===== src/rtl/lc3_regfile.sv =====
// LC-3 general-purpose register file: eight WIDTH-bit registers with one write port,
// two combinational read ports (optional write-through bypass) and the N/Z/P flags.
module lc3_regfile #(
    parameter int          WIDTH    = 16,
    parameter bit          BYPASS   = 1'b0,
    parameter logic [2:0]  CC_RESET = 3'b010
) (
    input  logic             clk,
    input  logic             rst,
    input  logic             ld_reg,
    input  logic [2:0]       dr,
    input  logic [WIDTH-1:0] bus,
    input  logic             ld_cc,
    input  logic [2:0]       sr1,
    input  logic [2:0]       sr2,
    output logic [WIDTH-1:0] sr1_out,
    output logic [WIDTH-1:0] sr2_out,
    output logic             n,
    output logic             z,
    output logic             p
);

    logic [WIDTH-1:0] regs_q [8];
    logic [WIDTH-1:0] regs_d [8];
    logic [7:0]       wr_en;
    logic [2:0]       cc_q;   // {n, z, p}
    logic [2:0]       cc_d;

    // One-hot write enable: at most one register can capture the bus.
    assign wr_en = ld_reg ? (8'b0000_0001 << dr) : 8'b0000_0000;

    // NOTE: every signal gets a default before any conditional update, so no latch is inferred.
    always_comb begin
        for (int i = 0; i < 8; i++) begin
            regs_d[i] = wr_en[i] ? bus : regs_q[i];
        end
        cc_d = cc_q;
        if (ld_cc) begin
            if (bus[WIDTH-1])
                cc_d = 3'b100;
            else if (bus == '0)
                cc_d = 3'b010;
            else
                cc_d = 3'b001;
        end
    end

    // NOTE: the register array is reset explicitly because architectural state must read 0 after reset.
    // NOTE: sequential state uses non-blocking assignments so all flops update together on the edge.
    always_ff @(posedge clk or posedge rst) begin
        if (rst) begin
            for (int i = 0; i < 8; i++) begin
                regs_q[i] <= '0;
            end
            cc_q <= CC_RESET;
        end else begin
            for (int i = 0; i < 8; i++) begin
                regs_q[i] <= regs_d[i];
            end
            cc_q <= cc_d;
        end
    end

    // Bypass is suppressed during reset so the ports read the cleared array.
    always_comb begin
        sr1_out = regs_q[sr1];
        sr2_out = regs_q[sr2];
        if (BYPASS && ld_reg && !rst && (sr1 == dr))
            sr1_out = bus;
        if (BYPASS && ld_reg && !rst && (sr2 == dr))
            sr2_out = bus;
    end

    assign n = cc_q[2];
    assign z = cc_q[1];
    assign p = cc_q[0];

endmodule


===== config.mk =====
export PLATFORM = sky130hd
export DESIGN_NAME = lc3_regfile
export DESIGN_NICKNAME = d
export VERILOG_FILES = /design/src/rtl/lc3_regfile.sv
export SDC_FILE = /design/constraint.sdc
export NUM_CORES = 1
export LEC_CHECK = 0
export CELL_PAD_IN_SITES_DETAIL_PLACEMENT = 1
export CELL_PAD_IN_SITES_GLOBAL_PLACEMENT = 1
export CORE_MARGIN = 2
export CORE_UTILIZATION = 45
export DETAILED_ROUTE_END_ITERATION = 6
export PLACE_DENSITY_LB_ADDON = 0.1
export SLEW_MARGIN = 10
export SYNTH_ARGS = -nofsm -noshare
export SYNTH_HDL_FRONTEND = slang
export SYNTH_SLANG_ARGS = --single-unit

===== constraint.sdc =====
create_clock -name clk -period 4.4 [get_ports clk]
set_clock_uncertainty 0.05 [all_clocks]
set_input_delay 0.88 -clock clk [delete_from_list [all_inputs] [get_ports clk]]
set_output_delay 0.88 -clock clk [all_outputs]
set_load 0.02 [all_outputs]

==> qor.csv <==
metric,value,unit
run_status,finished clean,
route.detailed.drc,0,
synth_top_family_by_area,multiplexers,
yosys-mux-area-fraction,47.2,%
tritoncts,done,
max_cap_viol_count,0,
areal_power_density_over_the_cells,500,mW/mm^2
groute.usage.overall,22.9,%
initial_core_utilization,45.5,%
synth-adder-area-share,0,%
detailroute.via_count,4157,
async_reset_ff_share,100,%
cp_max_fo,18,
clock_insertion_delay_worst_skew,0.43,ns
route.met3.wl,511,um
post_cts_buffers,0,
synth_enable_flop_cells,0,
core.rowCount,46,
grt_antenna_before_repair,0,
report.power.total,4.27,mW
wirelength_met1,8.14,mm
netlist_area_pre_place,0.00714,mm^2
setup-violations-final,0,
placeableCoreArea,0.0157,mm^2
ys_dominant_reg_cell,dfrtp_1,
synth-seq-cells,131,
worst-setup-path-type,primary input to output port,
worst_ep_required_time,3.47,ns
area_delta_synth_final,19.6,%
hpwlAfterDp,10.4,mm
synthesis.instances,411,
clk_transition_reported_paths,0.06,ns
port_buffers,63,
synth.distinct_cells,27,
cp-end-kind,output port,
hold_violations,0,
final_nets,505,
ratio_of_routed_vias_to_standard_cells,5.90,
totalWireLength,17.7,mm
cts_num_sinks,131,
worst_ep_arrival_time,2.77,ns
grt_overflow,0,
cts_inserted_buffers,17,
fmax,270,MHz
synth_nets,440,
globalplace.congestion,0.752,
layout_worst_path_cycle_share,84.1,%
grt_start_max_net_pins,132,
drive_gt1_share,53.8,%
totalNegativeSetupSlack,0,ns
synth.avg_cell_area,17.4,um^2
timing.final.max_slew_violations,0,
vdd_drop_max,333,uV
ant_nets,0,
clock_tree.buffer_depth,2,
htreeDepth,4,
routed-wl-met2,8.83,mm
die_h,130,um
diodes,0,
firstDrtPassIters,4,
post_synth_xor_area_fraction,0,%
post_cts_resized,0,
cts_hold_buffers,0,
clockRootBuffer,clkbuf_16,
timing.max_slew.rel_slack,41.0,%
maxUsedRoutingLayer,met4,
die-width,130,um
finalCriticalPeriod,3.70,ns
via_count_of_the_first_global_routing_pass,4493,
min-delay-path-class,register to register,
synth-simple-area-share,2.56,%
post-place-cells,673,
synth_seq_area_share,45.9,%
grt_setup_unrepaired,no,
post_route_core_utilization,54.4,%
synth-warning-count,0,
wire_per_inst,25.1,um
first_pass_grt_wire_length,27.8,mm
fin_cells,705,
start_kind,primary input,
worst_slew_pin_tran,0.882,ns
synth-compound-area-share,0.298,%
design.portCount,64,
violation_count_after_the_first_detailed_routing_iteration,190,
power_leakage,3.50,nW
fp.dieArea,0.0169,mm^2
==> cell usage after synthesis, drive strengths merged (2+ instances only) <==
library cell	count	area share, %
mux2	161	26
dfrtp	130	46
mux4	64	21
buf	30	3.7
nor4	4	0.35
clkbuf	3	0.16
inv	3	0.16
nand4b	3	0.63
nand2b	2	0.28
nand4	2	0.26
nor3	2	0.46
nor3b	2	0.53
==> worst paths after layout <==
kind                          from  cells past startpoint          to  slack [ns]
min                        cc_q[1]                      2     cc_q[1]        0.46
max reg2reg                cc_q[1]                      2     cc_q[1]        3.52
max in group asynchronous      rst                      3  regs_q[91]        2.78
min reg2reg                cc_q[1]                      2     cc_q[1]        0.46
max                         sr2[1]                      5  sr2_out[6]        0.70
min in group asynchronous      rst                      3  regs_q[34]        0.92
==> kinds of logic after synthesis <==
kind of cell,Yosys count
simple gates,16
mux,225
flops,131
buf+inv,36
compound gates,3
==> power breakdown <==
| part | internal [mW] | switching, mW |
|---|---|---|
| combinational | 0.679 | 0.408 |
| clock | 0.975 | 0.547 |
| sequential | 1.47 | 0.193 |
==> flip-flops by register name, indices dropped and copies added, names as in the netlist <==
name	flops
cc_q	3
regs_q	128
==> worst max-delay path, stage by stage <==
cell and delay [ns]:
buf_2 0.45, buf_4 0.30, mux4_2 0.32, mux2_2 0.27
clkdlybuf4s50_1 0.53
==> cell type report <==
cell class	count	area [um^2]
multi-input combinational	244	3570
sequential	131	3280
tap	216	270
inverter	3	15.0
fill	1462	7170
clock inverter	13	183
clock buffer	19	453
timing repair buffer	79	768
==> cell usage in the layout, fill, tap and decap left out, types with 2 or more instances in the layout <==
cell type | synthesis | final
inv_1 | 3 | 2
nor3b_4 | 2 | 2
nand4b_2 | 3 | 3
buf_12 | 3 | 3
clkbuf_8 | 0 | 2
clkinv_2 | 0 | 3
dfrtp_1 | 130 | 130
clkinvlp_4 | 0 | 5
nor3_4 | 2 | 2
clkdlybuf4s50_1 | 0 | 59
mux4_2 | 43 | 43
buf_2 | 10 | 4
clkinv_4 | 0 | 2
mux2_4 | 10 | 10
clkbuf_16 | 0 | 17
mux2_2 | 147 | 147
mux2_1 | 4 | 4
mux4_1 | 21 | 21
bufinv_16 | 0 | 4
nor4_1 | 4 | 4
buf_4 | 8 | 13
==> routing by layer <==
layer  GRT usage (%)  vias to the layer above
met4            6.64                        0
met3            5.08                       12
met5               0                        -
met1            31.8                     2296
li1                -                     1779
met2            36.7                       70
==> metrics by stage <==
stage / cell area (um^2) / setup WS (ns) / hold WS, ns
global placement: 7910 / 0.682 / 0.419
CTS: 8540 / 0.665 / 0.461
detailed placement: 7910 / 0.670 / 0.442
floorplan: 7150 / 1.45 / 0.414
finish: 8540 / 0.701 / 0.457
global route: 8540 / 0.595 / 0.472
Power figures use the tool's default switching activity.
